--- config.mk ---
export PLATFORM = sky130hd
export DESIGN_NAME = assoc_kv_store
export DESIGN_NICKNAME = d
export VERILOG_FILES = /design/src/rtl/assoc_kv_pkg.sv /design/src/rtl/assoc_kv_match.sv /design/src/rtl/assoc_kv_store.sv
export SDC_FILE = /design/constraint.sdc
export NUM_CORES = 1
export LEC_CHECK = 0
export CAP_MARGIN = 5
export CORE_MARGIN = 10
export CORE_UTILIZATION = 55
export DETAILED_ROUTE_END_ITERATION = 8
export GPL_TIMING_DRIVEN = 0
export PLACE_DENSITY = 0.73
export SYNTH_ARGS = -nofsm -noshare
export SYNTH_HDL_FRONTEND = slang
export SYNTH_HIERARCHICAL = 1
export SYNTH_SLANG_ARGS = --single-unit
--- constraint.sdc ---
create_clock -name clk -period 15.7 [get_ports clk]
set_input_delay 3.14 -clock clk [delete_from_list [all_inputs] [get_ports clk]]
set_output_delay 3.14 -clock clk [all_outputs]
set_load 0.02 [all_outputs]
--- src/rtl/assoc_kv_pkg.sv ---
// assoc_kv_pkg: shared op codes and FSM states for the associative key/value store
package assoc_kv_pkg;
    typedef enum logic [2:0] {
        OP_NOP    = 3'd0,
        OP_INSERT = 3'd1,
        OP_LOOKUP = 3'd2,
        OP_DELETE = 3'd3,
        OP_CLEAR  = 3'd4,
        OP_FIRST  = 3'd5,
        OP_NEXT   = 3'd6
    } op_e;
    typedef enum logic {IDLE, RESP} state_e;
endpackage

--- src/rtl/assoc_kv_match.sv ---
// assoc_kv_match: parallel key match, lowest free slot, and (ASSOC_KV_ITER_EN) min / min-greater-than search
module assoc_kv_match #(
    parameter int KEY_W = 32,
    parameter int DEPTH = 16,
    localparam int IDX_W = $clog2(DEPTH)
) (
    input  logic [KEY_W-1:0] keys [DEPTH],
    input  logic [DEPTH-1:0] valid,
    input  logic [KEY_W-1:0] key,
`ifdef ASSOC_KV_ITER_EN
    output logic             min_ok,
    output logic [IDX_W-1:0] min_idx,
    output logic             gt_ok,
    output logic [IDX_W-1:0] gt_idx,
`endif
    output logic             hit,
    output logic [IDX_W-1:0] hit_idx,
    output logic             free_ok,
    output logic [IDX_W-1:0] free_idx
);
    // Descending scan so the lowest index wins for the free slot
    always_comb begin
        hit      = 1'b0;
        hit_idx  = '0;
        free_ok  = 1'b0;
        free_idx = '0;
        for (int i = DEPTH - 1; i >= 0; i--) begin
            if (valid[i] && keys[i] == key) begin
                hit     = 1'b1;
                hit_idx = IDX_W'(i);
            end
            if (!valid[i]) begin
                free_ok  = 1'b1;
                free_idx = IDX_W'(i);
            end
        end
    end
`ifdef ASSOC_KV_ITER_EN
    logic [KEY_W-1:0] min_key, gt_key;
    always_comb begin
        min_ok  = 1'b0;
        min_idx = '0;
        min_key = '0;
        gt_ok   = 1'b0;
        gt_idx  = '0;
        gt_key  = '0;
        for (int i = 0; i < DEPTH; i++) begin
            if (valid[i] && (!min_ok || keys[i] < min_key)) begin
                min_ok  = 1'b1;
                min_idx = IDX_W'(i);
                min_key = keys[i];
            end
            if (valid[i] && keys[i] > key && (!gt_ok || keys[i] < gt_key)) begin
                gt_ok  = 1'b1;
                gt_idx = IDX_W'(i);
                gt_key = keys[i];
            end
        end
    end
`endif
endmodule

--- src/rtl/assoc_kv_store.sv ---
// assoc_kv_store: associative key/value store with single-outstanding valid/ready ops
// ASSOC_KV_ITER_EN enables OP_FIRST/OP_NEXT ordered iteration
module assoc_kv_store
    import assoc_kv_pkg::*;
#(
    parameter int KEY_W = 32,
    parameter int DATA_W = 8,
    parameter int DEPTH = 16,
    localparam int CNT_W = $clog2(DEPTH + 1)
) (
    input  logic              clk,
    input  logic              rst,
    input  logic              req_valid,
    output logic              req_ready,
    input  logic [2:0]        req_op,
    input  logic [KEY_W-1:0]  req_key,
    input  logic [DATA_W-1:0] req_data,
    output logic              resp_valid,
    input  logic              resp_ready,
    output logic              resp_hit,
    output logic              resp_err,
    output logic [KEY_W-1:0]  resp_key,
    output logic [DATA_W-1:0] resp_data,
    output logic [CNT_W-1:0]  num,
    output logic              full,
    output logic              empty
);
    localparam int IDX_W = $clog2(DEPTH);
    state_e state, next_state;
    logic [KEY_W-1:0] keys [DEPTH];
    logic [DATA_W-1:0] vals [DEPTH];
    logic [DEPTH-1:0] valid, nxt_valid;
    logic [CNT_W-1:0] cnt, nxt_cnt;
    logic accept, hit, free_ok, wr_en, r_hit, r_err;
    logic [IDX_W-1:0] hit_idx, free_idx, wr_idx;
    logic [KEY_W-1:0] r_key;
    logic [DATA_W-1:0] r_data;
    op_e op;
`ifdef ASSOC_KV_ITER_EN
    logic min_ok, gt_ok;
    logic [IDX_W-1:0] min_idx, gt_idx;
`endif

    assoc_kv_match #(.KEY_W(KEY_W), .DEPTH(DEPTH)) u_match (
        .keys(keys),
        .valid(valid),
        .key(req_key),
`ifdef ASSOC_KV_ITER_EN
        .min_ok(min_ok),
        .min_idx(min_idx),
        .gt_ok(gt_ok),
        .gt_idx(gt_idx),
`endif
        .hit(hit),
        .hit_idx(hit_idx),
        .free_ok(free_ok),
        .free_idx(free_idx)
    );

    assign op         = op_e'(req_op);
    assign req_ready  = state == IDLE;
    assign resp_valid = state == RESP;
    assign accept     = req_valid && req_ready;
    assign num        = cnt;
    assign full       = cnt == CNT_W'(DEPTH);
    assign empty      = cnt == '0;

    always_ff @(posedge clk or posedge rst) begin
        if (rst) state <= IDLE;
        else     state <= next_state;
    end

    always_comb begin
        next_state = state;
        if (state == IDLE) next_state = req_valid ? RESP : IDLE;
        else               next_state = resp_ready ? IDLE : RESP;
    end

    always_comb begin
        nxt_valid = valid;
        nxt_cnt   = cnt;
        wr_en     = 1'b0;
        wr_idx    = free_idx;
        r_hit     = 1'b0;
        r_err     = 1'b0;
        r_key     = req_key;
        r_data    = '0;
        case (op)
            OP_INSERT: begin
                if (hit) begin
                    wr_en  = 1'b1;
                    wr_idx = hit_idx;
                    r_hit  = 1'b1;
                    r_data = vals[hit_idx];
                end else if (free_ok) begin
                    wr_en             = 1'b1;
                    nxt_valid[free_idx] = 1'b1;
                    nxt_cnt           = cnt + CNT_W'(1);
                end else begin
                    r_err = 1'b1;
                end
            end
            OP_LOOKUP: begin
                r_hit  = hit;
                r_data = hit ? vals[hit_idx] : '0;
            end
            OP_DELETE: begin
                r_hit  = hit;
                r_data = hit ? vals[hit_idx] : '0;
                if (hit) begin
                    nxt_valid[hit_idx] = 1'b0;
                    nxt_cnt            = cnt - CNT_W'(1);
                end
            end
            OP_CLEAR: begin
                nxt_valid = '0;
                nxt_cnt   = '0;
                r_hit     = cnt != '0;
            end
`ifdef ASSOC_KV_ITER_EN
            OP_FIRST: begin
                r_hit  = min_ok;
                r_key  = min_ok ? keys[min_idx] : '0;
                r_data = min_ok ? vals[min_idx] : '0;
            end
            OP_NEXT: begin
                r_hit  = gt_ok;
                r_key  = gt_ok ? keys[gt_idx] : '0;
                r_data = gt_ok ? vals[gt_idx] : '0;
            end
`endif
            default: r_err = 1'b1;
        endcase
    end

    always_ff @(posedge clk or posedge rst) begin
        if (rst) begin
            valid     <= '0;
            cnt       <= '0;
            resp_hit  <= 1'b0;
            resp_err  <= 1'b0;
            resp_key  <= '0;
            resp_data <= '0;
        end else if (accept) begin
            valid     <= nxt_valid;
            cnt       <= nxt_cnt;
            resp_hit  <= r_hit;
            resp_err  <= r_err;
            resp_key  <= r_key;
            resp_data <= r_data;
        end
    end

    // Payload storage needs no reset: the valid bits gate every read
    always_ff @(posedge clk) begin
        if (accept && wr_en) begin
            keys[wr_idx] <= req_key;
            vals[wr_idx] <= req_data;
        end
    end
endmodule

# == Word-level counts from Yosys, hierarchy flattened ==
# Memory sizes are Yosys's and may differ from the RTL's.
# Index checks and enable logic that the tools add are counted.
# word_totals
reg_bits,576
latchBits,0
ram_bits,128
romBits,0
out_inout_bits,51
word_cells,185
mem_count,1
# mem_list
memory,words,width,read_ports,rd_clocked_by_memory_dff,wr,line_no,source
vals,16,8,1,0,1,assoc_kv_store.sv:31,logic [DATA_W-1:0] vals [DEPTH];
# op_classes
addsub,2
n_mul,0
n_div,0
n_lt_le_gt_ge,6
eq_ne,24
n_shift,0
mux,96
bitwise,5
n_reduce_logical,28
# op_table
op,n
$bwmux W512,1
$eq A32 B32 Y1,16
$mux W4,34
$demux W32 S4,1
$mux W16,3
$pmux W16 S3,1
$mux W1,45
$mux W32,1
$logic_and A1 B1 Y1,21
$and A16 B16 Y16,1
$mux W8,2
$not A16 Y16,1
$or A16 B16 Y16,1
$mux W5,3
$pmux W5 S3,1
$lt A4 B5 Y1 const B,2
$demux W1 S4,2
$ge A4 B1 Y1 const B,2
$eq A3 B2 Y1 const B,2
$ne A2 B2 Y1 const B,3
$reduce_or A3 Y1,2
$add A5 B1 Y5 const B,1
$eq A5 B5 Y1 const B,1
$ge A5 B5 Y1 const B,1
13 further kinds,13

# == Longest topological paths before layout ==
# Gate-level depths: netlist (run 1).
# logic_depth
depth_word,26
ltp_mapped,17

# == Modules after synthesis ==
# The synthesis (run 1) kept the hierarchy.
# modules_own_cells
module,instances,cells_each,area_each_um2,seq_area_each_um2
assoc_kv_store,1,1069,23311.1,20820.0
assoc_kv_match,1,821,6378.6,0.0

# == Worst setup path after synthesis (run 1) ==
# No wires, ideal clock.
# synth_timing
kind,input port to flip-flop
start,input req_key[8]
end,"register keys[0] (netlist bit), enable pin"
setup_time_ps,437
arrival_ps,7531
setup_slack_ps,7731
path_stages,16
cell_sequence,buf_2 > buf_2 > xnor2_1 > nand4_1 > nor4_1 > nand4_1 > or4_4 > nand4_1 > nor2_1 > nand2_1 > buf_2 > nor4bb_1 > buf_2 > a21o_1 > nand2_1 > nor2_1
# synth_via
elab_chain_len,21
elab_cells_between_ends,51
cone_classes,eq/ne (16); mux (18); reduce/logical (17)
# synth_lines
item,line_no,source
start: declaration,assoc_kv_store.sv:16,"input logic [KEY_W-1:0] req_key,"
$eq A32 B32 Y1,assoc_kv_match.sv:28,if (valid[i] && keys[i] == key) begin
$logic_and A1 B1 Y1,assoc_kv_match.sv:28,
$mux W1 (15 in a row),assoc_kv_match.sv:28,
$mux W1 *,assoc_kv_match.sv:28,
via hit,assoc_kv_store.sv:34,"logic accept, hit, free_ok, wr_en, r_hit, r_err;"
$mux W1 *,assoc_kv_store.sv:90,if (hit) begin
$mux W1 *,assoc_kv_store.sv:88,case (op)
$logic_and A1 B1 Y1 *,assoc_kv_store.sv:156,if (accept && wr_en) begin
end signal: indexed assignment,assoc_kv_store.sv:157,keys[wr_idx] <= req_key;
end: declaration,assoc_kv_store.sv:30,logic [KEY_W-1:0] keys [DEPTH];
# The timed path passes the listed nets; every way through them passes the cells marked *.
# A chain may end at the register's enable or synchronous reset.

# == Worst setup path in the final report (run 1) ==
# layout_timing
start,input req_key[23]
end,"register keys[453] (netlist bit), enable pin"
# layout_via
elab_chain_len,21
elab_cells_between_ends,51
cone_classes,eq/ne (16); mux (18); reduce/logical (17)
# layout_lines
item,line_no
$eq A32 B32 Y1,assoc_kv_match.sv:28
$logic_and A1 B1 Y1,assoc_kv_match.sv:28
$mux W1 (15 in a row),assoc_kv_match.sv:28
$mux W1 *,assoc_kv_match.sv:28
$mux W1 *,assoc_kv_store.sv:90
$mux W1 *,assoc_kv_store.sv:88
$logic_and A1 B1 Y1 *,assoc_kv_store.sv:156
# Every way passes the cells marked *; elsewhere a longest branch is shown, timed or not.

==> results of run 1 <==
registers in the layout, summed over array words and instances, names as in the netlist:
| name | cells |
|---|---|
| resp_key | 32 |
| resp_data | 8 |
| resp_err | 1 |
| valid | 16 |
| resp_valid | 1 |
| resp_hit | 1 |
| vals | 128 |
| keys | 512 |
| num | 5 |
placed cells by master, fill, tap and decap left out, drive strengths merged, types with 4 or more instances in the layout:
cell type | Yosys | final
edfxtp | 640 | 640
xnor2 | 398 | 398
nand2 | 142 | 142
clkbuf | 18 | 118
xor2 | 114 | 114
nand4 | 105 | 105
clkdlybuf4s50 | 0 | 97
buf | 74 | 96
dfrtp | 64 | 64
nor4 | 42 | 42
nor2 | 41 | 41
a21oi | 36 | 36
mux4 | 32 | 32
o21ai | 30 | 30
clkinv | 0 | 24
nand3 | 21 | 21
inv | 18 | 21
mux2 | 16 | 16
nor3 | 15 | 15
a31oi | 13 | 13
or4 | 10 | 10
a22oi | 8 | 8
nor2b | 6 | 6
nand2b | 6 | 6
o31ai | 5 | 5
and3 | 4 | 4
and2 | 4 | 4
a21boi | 4 | 4
power groups by stage:
| stage | Clock, mW | Sequential (mW) | Combinational (mW) |
|---|---|---|---|
| finish | 1.66 | 2.10 | 0.385 |
| global route | 1.75 | 2.10 | 0.407 |
| CTS | 1.67 | 2.10 | 0.380 |
| detailed placement | 0 | 2.14 | 0.378 |
| global placement | 0 | 2.14 | 0.361 |
| floorplan | 0 | 2.16 | 0.162 |
per-stage QoR:
step / std cells / total power, mW / setup slack, ns / util [%] / hold WS [ns]
2_1_floorplan: 1890 / 2.33 / 7.73 / - / 0.513
3_3_place_gp: 2683 / 2.50 / 3.43 / 58.8 / 0.462
3_5_place_dp: 2702 / 2.52 / 5.56 / 59.8 / 0.463
4_1_cts: 2833 / 4.15 / 6.12 / 64.0 / 0.479
5_1_grt: 2836 / 4.27 / 5.94 / 64.1 / 0.508
6_report: 2837 / 4.14 / 5.90 / 64.2 / 0.477
area by class of cell:
cell class	count	area (sq um)	share of cell area, %
repair buffers	119	1430	4.16
inverters	18	67.6	0.196
clock buffers	100	2030	5.91
diodes	1	2.50	0.00728
well taps	696	871	2.53
clock inverters	31	238	0.691
plain buffers	92	566	1.64
flip-flops and latches	704	20800	60.5
multi-input cells	1076	8360	24.3
worst reg2reg max path, stage by stage, from the launching register on:
cell      delay, ns
edfxtp_1       0.37
xnor2_1        0.16
nand4_1        0.23
nor4_1         1.11
nand4_1        0.32
or4_1          0.68
nand4_1        0.20
nor2_1         0.07
nand2_1        0.11
buf_2          0.21
nor4bb_1       0.38
buf_2          0.28
nor2_1         0.08
a21oi_1        0.66
nor2_4         0.36
buf_16         0.28
path summary, 6_finish.rpt:
path,from,to
min reg2reg,resp_err$_DFFE_PP0P_,resp_err$_DFFE_PP0P_
max reg2reg,keys[430]$_DFFE_PP_,keys[453]$_DFFE_PP_
max,req_key[23],keys[453]$_DFFE_PP_
max in group asynchronous,rst,resp_key[0]$_DFFE_PP0P_
min,resp_err$_DFFE_PP0P_,resp_err$_DFFE_PP0P_
min in group asynchronous,rst,valid[6]$_DFFE_PP0P_
kinds of logic (layout without fill, tap and decap cells):
logic type                 Yosys count  after routing  share of synthesized area, %
DFF                                704            704                          70.1
xor gates and xnor gates           512            512                          15.2
other                                0              1                             0
adders and majority gates            4              4                         0.194
buffers and inverters              110            360                          2.13
AOI/OAI and AO/OA                  108            108                          2.24
and+or+nand+nor                    403            403                          6.98
muxes                               49             49                          3.14
per-layer routing:
layer | share of wire (%) | GRT usage (%) | up-vias
li1 | - | - | 7329
met1 | 39 | 35.6 | 8993
met2 | 46 | 41.4 | 1027
met3 | 11 | 6.27 | 180
met4 | 3.7 | 10.3 | 0
met5 | 0 | 0 | -
==> impl_metrics.tcl, run 1 <==
set metrics [dict create \
    r2r_cells 15 \
    synthFlopType "edfxtp_1" \
    async_flop_share_pct 9.09 \
    synth_top_area_cell "edfxtp_1" \
    max_clock_freq_mhz 102 \
    cts.sinks 704 \
    cp_num_cells 17 \
    timing.final.crit_share_pct 62.4 \
    tns_ns 0 \
    cts_resized 0 \
    seq_power_share_pct 50.7 \
    peakVddDrop_mv 0.0749 \
    min_period_ns 9.80 \
    synth_top_area_share_pct 64.7 \
    drive_above_1_share_pct 12.5 \
    synth_cell_types 55 \
    die_w_um 252 \
    hold_viol_final 0 \
    fin_area_sq_mm 0.0344 \
    core_sq_mm 0.0536 \
    intPower_mw 3.17 \
    netlist_area_sq_mm 0.0297 \
    drv_cap 0 \
    postPlaceCellArea_sq_mm 0.0321 \
    start_util_pct 55.4 \
    synth_top_cells_by_count "edfxtp_1, xnor2_1, nand2_1" \
    grt_usage_pct 26.5 \
    clock_path_buffers 3 \
    cp_max_fo 21 \
    drt_iter0_markers 2235 \
    yosysMostFrequentCell "edfxtp_1" \
    gp_congestion 0.906 \
    p_comb_share_pct 9.3 \
    dieArea_sq_mm 0.0637 \
    ios 98 \
    worstSetupPathType "in -> reg" \
    post_cts_buffers 0 \
    synthToLayoutAreaGrowth_pct 15.8 \
    grt_pass1_vias 17454 \
    required_ns 16.00 \
    numPortBuffers 97 \
    final_max_slew_viol_count 0 \
    setup_viol 0 \
    synth_edf_count 640 \
    wl_um 83800 \
    grt_overflow 0 \
    grt_start_max_net_pins 37 \
    insertion_delay_ns 0.61 \
    ctsHoldBuffers 0 \
    nFillCells 3847 \
    grt_pass1_wl_um 120000 \
    switching_share_pct 23.4 \
    status "finished clean" \
    rsz0062_at_grt "false" \
    die_h_um 252 \
    crit_buf_inv 5 \
    syn_avg_cell_area_sq_um 15.7 \
    drc_errors 0 \
    vias 17529 \
    r2r_slack_ns 9.92 \
    syn_inst 1890 \
    relSlewSlack_pct 1.17 \
    antenna_found_initial 2 \
    yosysSeqAreaShare_pct 70.1 \
    htree_levels 3 \
    wl_per_cell_um 29.5 \
    numCtsBuffers 73 \
    dp_hpwl_um 52800 \
    min_path_cells 2 \
    dr.pass1.iters 6 \
    crit_path_top_delay_cell "clkdlybuf4s50_1" \
    fin_nets 2135 \
    viasPerCell 6.18 \
    cp-end-kind "flip-flop" \
    cp_top_family "buffers and inverters" \
    cts_tree "built" \
    max_stage_delay_ns 1.42 \
    fin_skew_ns 0.0354 \
    cp.arrival_ns 10.10 \
    p_switching_mw 0.970 \
    synth_area_leaders "edfxtp_1, xnor2_1, dfrtp_1" \
    synth-seq-cells 704 \
    power_frac_clock_pct 40.0 \
    std_cell_rows 85 \
    cts.clk_slew.worst_paths_ns 0.06 \
    ant_nets 0 \
    p_per_area_mw_per_mm2 121 \
    hp-class "reg -> reg" \
    startpoint_type "input pin" \
    ys_warn_count 6 \
    syn_nets 1941 \
    root_buffer "clkbuf_16" \
    crit_chain "clkdlybuf4s50_1, buf_2, buf_2, xnor2_1, nand4_1, nor4_1, nand3_1, o21ai_0, a21boi_1, o21ai_1, a21oi_1, o21ai_1, clkbuf_1, nor2b_1, a21oi_1, nor2_4, buf_16" \
    worst_slew_pin_slew_ns 1.48 \
    p_leak_nw 11.1 \
]
Note: power is estimated with default switching activity, not from simulation.
==> run 2: changes to the inputs <==
- clock period: 15.7 -> 9.8 ns (I/O delays scaled with it)
==> results of run 2 <==
Same layout as run 1 (identical final DEF). Status: finished clean.
Main changes from that run: setup slack after placement 5.56 ns -> 0.836 ns; setup slack after layout 5.90 ns -> 1.18 ns; register-to-register setup slack 9.92 ns -> 4.02 ns; total power 4.14 mW -> 6.64 mW; worst IR drop on VDD 0.0749 mV -> 0.120 mV
